--- config.mk ---
export PLATFORM = sky130hd
export DESIGN_NAME = video_timing_gen
export DESIGN_NICKNAME = d
export VERILOG_FILES = /design/src/rtl/video_timing_gen.sv
export SDC_FILE = /design/constraint.sdc
export NUM_CORES = 1
export LEC_CHECK = 0
export ABC_AREA = 1
export BUFFER_PORTS_ARGS = -buffer_cell sky130_fd_sc_hd__clkbuf_2
export CORE_ASPECT_RATIO = 0.7
export CORE_MARGIN = 2
export CORE_UTILIZATION = 40
export DETAILED_ROUTE_END_ITERATION = 10
export REMOVE_ABC_BUFFERS = 1
export SLEW_MARGIN = 40
export SYNTH_ARGS = -nofsm -noshare
export SYNTH_HDL_FRONTEND = slang
export SYNTH_SLANG_ARGS = --single-unit
--- constraint.sdc ---
create_clock -name clk_i -period 3.3 [get_ports clk_i]
set_clock_uncertainty 0.1 [all_clocks]
set_input_delay 0.33 -clock clk_i [delete_from_list [all_inputs] [get_ports clk_i]]
set_output_delay 0.33 -clock clk_i [all_outputs]
set_load 0.02 [all_outputs]
--- src/rtl/video_timing_gen.sv ---
// video_timing_gen : parametrised raster timing with double-buffered image-window request.
// Rev 1.0
`default_nettype none

module video_timing_gen #(
  parameter int H_ACTIVE = 640,
  parameter int H_FP     = 16,
  parameter int H_SYNC   = 96,
  parameter int H_BP     = 48,
  parameter int V_ACTIVE = 480,
  parameter int V_FP     = 10,
  parameter int V_SYNC   = 2,
  parameter int V_BP     = 33,
  parameter bit HS_POL   = 1'b0,
  parameter bit VS_POL   = 1'b0,
  parameter int CW       = 12,
  parameter int WIN_X0   = 0,
  parameter int WIN_Y0   = 0,
  parameter int WIN_W0   = 225,
  parameter int WIN_H0   = 225
) (
  input  logic          clk_i,
  input  logic          rst_i,
  input  logic          en_i,
  input  logic [CW-1:0] win_x_i,
  input  logic [CW-1:0] win_y_i,
  input  logic [CW-1:0] win_w_i,
  input  logic [CW-1:0] win_h_i,
  output logic          hs_o,
  output logic          vs_o,
  output logic          de_o,
  output logic [CW-1:0] x_o,
  output logic [CW-1:0] y_o,
  output logic          line_start_o,
  output logic          frame_start_o,
  output logic          win_req_o,
  output logic          win_first_o
);

  localparam int H_TOTAL = H_ACTIVE + H_FP + H_SYNC + H_BP;
  localparam int V_TOTAL = V_ACTIVE + V_FP + V_SYNC + V_BP;

  localparam logic [CW-1:0] H_LAST = CW'(H_TOTAL - 1);
  localparam logic [CW-1:0] V_LAST = CW'(V_TOTAL - 1);
  localparam logic [CW-1:0] H_ACT  = CW'(H_ACTIVE);
  localparam logic [CW-1:0] V_ACT  = CW'(V_ACTIVE);
  localparam logic [CW-1:0] HS_BEG = CW'(H_ACTIVE + H_FP);
  localparam logic [CW-1:0] HS_END = CW'(H_ACTIVE + H_FP + H_SYNC);
  localparam logic [CW-1:0] VS_BEG = CW'(V_ACTIVE + V_FP);
  localparam logic [CW-1:0] VS_END = CW'(V_ACTIVE + V_FP + V_SYNC);

  logic [CW-1:0] h_cnt_q, h_cnt_d;
  logic [CW-1:0] v_cnt_q, v_cnt_d;
  logic [CW-1:0] sx_q, sy_q, sw_q, sh_q;
  logic          seen_q, seen_d;

  logic h_last, v_last, origin, shadow_ld;
  logic de_d, hs_d, vs_d, win_hit, first_d, seen_eff;
  logic in_x, in_y;
  logic [CW:0] x_end, y_end;

  assign h_last    = (h_cnt_q == H_LAST);
  assign v_last    = (v_cnt_q == V_LAST);
  assign origin    = (h_cnt_q == '0) && (v_cnt_q == '0);
  assign shadow_ld = en_i && h_last && v_last;

  always_comb begin
    h_cnt_d = h_cnt_q;
    v_cnt_d = v_cnt_q;
    if (en_i) begin
      if (h_last) begin
        h_cnt_d = '0;
        v_cnt_d = v_last ? '0 : v_cnt_q + 1'b1;
      end else begin
        h_cnt_d = h_cnt_q + 1'b1;
      end
    end
  end

  assign de_d = (h_cnt_q < H_ACT) && (v_cnt_q < V_ACT);
  assign hs_d = ((h_cnt_q >= HS_BEG) && (h_cnt_q < HS_END)) ? HS_POL : ~HS_POL;
  assign vs_d = ((v_cnt_q >= VS_BEG) && (v_cnt_q < VS_END)) ? VS_POL : ~VS_POL;

  // Window bounds are evaluated one bit wider so x+w never wraps.
  assign x_end   = {1'b0, sx_q} + {1'b0, sw_q};
  assign y_end   = {1'b0, sy_q} + {1'b0, sh_q};
  assign in_x    = ({1'b0, h_cnt_q} >= {1'b0, sx_q}) && ({1'b0, h_cnt_q} < x_end);
  assign in_y    = ({1'b0, v_cnt_q} >= {1'b0, sy_q}) && ({1'b0, v_cnt_q} < y_end);
  assign win_hit = de_d && in_x && in_y;

  // The "already requested this frame" flag is discarded at pixel (0,0).
  assign seen_eff = seen_q && !origin;
  assign first_d  = win_hit && !seen_eff;
  assign seen_d   = en_i ? (seen_eff || win_hit) : seen_q;

  always_ff @(posedge clk_i or posedge rst_i) begin
    if (rst_i) begin
      h_cnt_q       <= '0;
      v_cnt_q       <= '0;
      sx_q          <= CW'(WIN_X0);
      sy_q          <= CW'(WIN_Y0);
      sw_q          <= CW'(WIN_W0);
      sh_q          <= CW'(WIN_H0);
      seen_q        <= 1'b0;
      hs_o          <= ~HS_POL;
      vs_o          <= ~VS_POL;
      de_o          <= 1'b0;
      x_o           <= '0;
      y_o           <= '0;
      line_start_o  <= 1'b0;
      frame_start_o <= 1'b0;
      win_req_o     <= 1'b0;
      win_first_o   <= 1'b0;
    end else begin
      h_cnt_q <= h_cnt_d;
      v_cnt_q <= v_cnt_d;
      seen_q  <= seen_d;
      if (shadow_ld) begin
        sx_q <= win_x_i;
        sy_q <= win_y_i;
        sw_q <= win_w_i;
        sh_q <= win_h_i;
      end
      if (en_i) begin
        hs_o          <= hs_d;
        vs_o          <= vs_d;
        de_o          <= de_d;
        x_o           <= de_d ? h_cnt_q : '0;
        y_o           <= de_d ? v_cnt_q : '0;
        line_start_o  <= de_d && (h_cnt_q == '0);
        frame_start_o <= origin;
        win_req_o     <= win_hit;
        win_first_o   <= first_d;
      end else begin
        hs_o          <= ~HS_POL;
        vs_o          <= ~VS_POL;
        de_o          <= 1'b0;
        x_o           <= '0;
        y_o           <= '0;
        line_start_o  <= 1'b0;
        frame_start_o <= 1'b0;
        win_req_o     <= 1'b0;
        win_first_o   <= 1'b0;
      end
    end
  end

endmodule

`default_nettype wire

Word-level counts from Yosys, hierarchy flattened:

Index checks and enable logic that the tools add are counted.

* flip-flop bits (word level): 104
* bits of input ports: 51
* output and inout port bits: 31
* word-level logic and storage cells: 66

* add/sub/neg operators: 4
* order comparisons: 10
* eq/ne operators: 2
* mux-type cells: 15
* reductions and logical operators: 19

Operators by type and width (count)
* $mux W12: 6
* $add A12 B12 Y13: 2
* $lt A12 B13 Y1: 2
* $add A12 B1 Y12 const B: 2
* $eq A12 B10 Y1 const B: 2
* $ge A12 B12 Y1: 2
* $logic_not A12 Y1: 2
* $lt A12 B10 Y1 const B: 2
* $lt A12 B9 Y1 const B: 2
* $logic_and A1 B1 Y1: 13
* $ge A12 B10 Y1 const B: 1
* $ge A12 B9 Y1 const B: 1
* $mux W1: 9
* $logic_not A1 Y1: 2
* $reduce_and A2 Y1: 1
* $logic_or A1 B1 Y1: 1

Depth between registers and ports, before layout:

* depth in word-level cells: 7
* gate-level depth with buffers: 19
* depth with buffers taken out: 19

Worst setup path before layout:

No wires, ideal clock.

* path kind: reg2reg
* from: register sw_q[0]
* to: register win_first_o
* setup time: 73 ps
* arrival time: 2695 ps
* data required time: 3127 ps
* path slack: 432 ps
* cell stages (with the launch flop): 20
* path buffers: 0
* clock period less this slack: 2868 ps
* cell sequence: dfstp_2 > ha_1 > inv_1 > fa_1 > nand3b_1 > nand2_1 > a31oi_1 > nor3_1 > nor2_1 > xor2_1 > ha_1 > nand2_1 > nand2_1 > nand2_1 > nand2_1 > nand4_1 > nand3_1 > nor2_1 > nand4_1 > nor2_1

* word-level cells in the longest chain between the ends: 7

RTL lines
* from (decl): RTL line 54 `logic [CW-1:0] sx_q, sy_q, sw_q, sh_q;`
* from (signal assigned): RTL line 102 `sw_q <= CW'(WIN_W0);`
* from (signal assigned): RTL line 121 `sw_q <= win_w_i;`
* $add A12 B12 Y13: RTL line 85 `assign x_end = {1'b0, sx_q} + {1'b0, sw_q};`
* $lt A12 B13 Y1: RTL line 87 `assign in_x = ({1'b0, h_cnt_q} >= {1'b0, sx_q}) && ({1'b0, h_cnt_q} < x_end);`
* $logic_and A1 B1 Y1: RTL line 87
* $logic_and A1 B1 Y1 (2 in series): RTL line 89 `assign win_hit = de_d && in_x && in_y;`
* $logic_and A1 B1 Y1: RTL line 93 `assign first_d = win_hit && !seen_eff;`
* $mux W1: RTL line 124 `if (en_i) begin`
* to (signal assigned): RTL line 133 `win_first_o <= first_d;`
* to (decl): RTL line 37 `output logic win_first_o`

No other way between the ends.
A chain may end at the register's enable or synchronous reset.

Worst setup path in the final report:

Same ends and word-level chain as after synthesis.

==> impl_metrics.tcl <==
set metrics [dict create \
    crit_type "flop to flop" \
    register_area_um2 2620 \
    maxCapViolCount 0 \
    multi_input_area_um2 3480 \
    cts.sinks 104 \
    vias 5281 \
    synthDistinctLibCells 38 \
    grt_usage_pct 18.1 \
    io_buffers 81 \
    drt_first_pass_iters 5 \
    place.gp.congestion 0.887 \
    syn_area_per_cell_um2 8.24 \
    hold_violations 0 \
    io_pins 82 \
    area_growth_pct 15.3 \
    ctsHtreeMaxLevel 3 \
    hold_start "win_w_i[5]" \
    design_area_um2 7550 \
    start_util_pct 40.6 \
    cts.clk_slew.worst_paths_ns 0.08 \
    hold_path_class "primary input to flop" \
    peakVddDrop_mv 0.274 \
    dieWidth_um 157 \
    synth_fa_ha_area_share_pct 14.7 \
    ctsRootBufferMaster "clkbuf_16" \
    grt_pass1_vias 4783 \
    worst_slew_pin_slew_ns 0.626 \
    synth_edf_count 0 \
    total_power_mw 3.57 \
    dpl.cell_count 1097 \
    syn_inst 795 \
    core_um2 16200 \
    cts_buffer_depth 2 \
    synth_compound_area_share_pct 8.54 \
    rsz0062_at_grt "true" \
    grt_max_degree 55 \
    nFillCells 1625 \
    synthMuxAreaShare_pct 0.153 \
    leakagePower_nw 4.04 \
    netlist.area_leader.share_pct 35.9 \
    final_cells 1118 \
    r2r_setup_slack_ns 0.15 \
    final_nets 1015 \
    slew_violations 0 \
    cts_tree "done" \
    grt-ovfl-total 0 \
    yosys.area_share.simple_pct 24.6 \
    hold_ws_ns 0.0443 \
    fin_util_pct 46.8 \
    drc_errors 0 \
    setup_viol 0 \
    combPwrFrac_pct 27.3 \
    num_rows 39 \
    synth_xor_area_share_pct 4.14 \
    cp.arrival_ns 3.34 \
    avgViaCountPerCell 4.72 \
    synth_ff_type "dfrtp_1" \
    synth_common_cells "nand2_1 (221), inv_1 (101), dfrtp_1 (94)" \
    ys.warnings.count 0 \
    synth_most_common_cell "nand2_1" \
    p_sw_mw 1.28 \
    wl_per_cell_um 13.3 \
    diodes 0 \
    setup-tns-final_ns 0 \
    seq_power_share_pct 42.7 \
    postRouteAntennaNets 0 \
    reg2reg_depth 19 \
    yosys.area.top_type "dfrtp_1" \
    yosysSeqAreaShare_pct 39.9 \
    synthArstFlopShare_pct 100 \
    drive_above_1_share_pct 17.9 \
    die_h_um 111 \
    antenna_found_initial 0 \
    power_density_nw_per_um2 473 \
    worstSetupStartpointType "flop" \
    cp_max_fo 3 \
    ys_seq_elements 104 \
    worstSkewPairLatency_ns 0.36 \
    numCtsBuffers 9 \
    reg2reg_to "win_first_o$_DFF_PP0_" \
    max_freq_mhz 317 \
    period_share_pct 95.5 \
    grt_pass1_wl_mm 24.8 \
    whs_path_depth 3 \
    dieArea_um2 17400 \
    status "finished, final reports clean" \
    holdPathEnd "sw_q[5]$_DFFE_PP1P_" \
    intPower_mw 2.30 \
    reg2reg_from "sw_q[0]$_DFFE_PP1P_" \
    synth_top_family_by_area "simple AND/OR/NAND/NOR gates" \
    drt_wl_total_mm 14.9 \
    slew_headroom_pct 57.9 \
    placed_cell_area_um2 7180 \
    hpwl_mm 11.5 \
    fin_crit_ns 3.15 \
    synth_area_leaders "dfrtp_1 (36%), ha_1 (14%), nand2_1 (13%)" \
    pwr-share-clk_pct 30.0 \
    endpoint_kind "flop" \
    fin_ws_ns 0.149 \
    crit_required_ns 3.49 \
    switching_share_pct 35.7 \
    syn_area_um2 6550 \
    post-place-ws_ns 0.0994 \
    drt-initial-drc-count 277 \
]
-- cell type report --
class	instances	share of cell area, %
Clock inverter	6	0.895
Tap cell	225	3.73
Timing Repair Buffer	90	6.46
Sequential cell	104	34.6
Multi-Input combinational cell	579	46.0
Inverter	104	5.24
Clock buffer	10	3.03
-- worst max-delay path, cell delays in order (launching register included) --
cell	delay, ns
dfstp_2	0.55
ha_4	0.14
inv_4	0.04
fa_2	0.35
nand3b_1	0.18
nand2_2	0.11
a31oi_4	0.10
nor3_2	0.18
nor2_1	0.07
xor2_1	0.15
ha_1	0.31
nand2_1	0.06
nand2_1	0.05
nand2_1	0.05
nand2_1	0.04
nand4_1	0.07
nand3_1	0.07
nor2_1	0.12
nand4_1	0.17
nor2_1	0.16
-- routing by layer --
metal,share of wire [%],GRT usage [%],routed length (µm),up-vias
met5,0,0,0,-
met1,58,31.3,8680,2357
li1,-,-,-,2766
met3,5.9,3.44,880,9
met4,0.90,3.85,134,0
met2,35,22.2,5180,149
-- sequential cells by signal, summed over array words and instances (netlist names) --
register       flops
seen_q             1
de_o               1
vs_o               1
hs_o               1
sh_q              12
sy_q              12
win_first_o        1
y_o               12
v_cnt_q           12
h_cnt_q           12
frame_start_o      1
x_o               12
sx_q              12
line_start_o       1
sw_q              12
win_req_o          1
-- how the worst max path moves through the flow --
stage,cells past startpoint,from,end,slack [ns]
floorplan,8,v_cnt_q[1]$_DFFE_PP0P_,sx_q[10]$_DFFE_PP0P_,-0.36
CTS,19,sw_q[0]$_DFFE_PP1P_,win_first_o$_DFF_PP0_,0.06
global placement,19,sw_q[0]$_DFFE_PP1P_,win_first_o$_DFF_PP0_,0.23
global route,19,sw_q[0]$_DFFE_PP1P_,win_first_o$_DFF_PP0_,-0.13
finish,19,sw_q[0]$_DFFE_PP1P_,win_first_o$_DFF_PP0_,0.15
detailed placement,19,sw_q[0]$_DFFE_PP1P_,win_first_o$_DFF_PP0_,0.1
-- layout by cell type (no fill, tap or decap), types with 3 or more instances in the layout --
cell and n:
nand2_2 6, conb_1 5, a21oi_1 33, nand4_1 14, dfstp_2 10, xor2_1 21
inv_2 3, xnor2_1 10, nand3_1 38, ha_1 73, nor2_1 62, clkbuf_16 9
o21ai_0 17, a21o_1 3, nor2_2 5, nand2_1 220, buf_4 7, clkbuf_2 81
nor4_1 7, o21ai_2 22, inv_1 99, clkinv_4 3, o21bai_1 3, nor3_1 18
dfrtp_1 94
-- power groups by stage --
stage	combinational, mW	sequential (mW)	clock [mW]
3_3_place_gp	0.937	1.54	0
5_1_grt	1.14	1.54	1.15
2_1_floorplan	0.722	1.51	0
4_1_cts	0.962	1.52	1.11
6_report	0.976	1.53	1.07
3_5_place_dp	0.951	1.55	0
-- timing repair --
action,4_1_cts,5_1_grt
endpoints found under the setup margin,0,3
hold endpoints to repair,38,0
hold buffers,1,0
buffers inserted,0,4
gates resized for setup,0,9
-- kinds of logic after synthesis --
| family | after synthesis |
|---|---|
| AOI/OAI and AO/OA | 88 |
| xor gates and xnor gates | 31 |
| adders and majority gates | 76 |
| buffers and inverters | 116 |
| DFF | 104 |
| muxes | 1 |
| other | 1 |
| and+or+nand+nor | 378 |
Note: power is estimated with default switching activity, not from simulation.
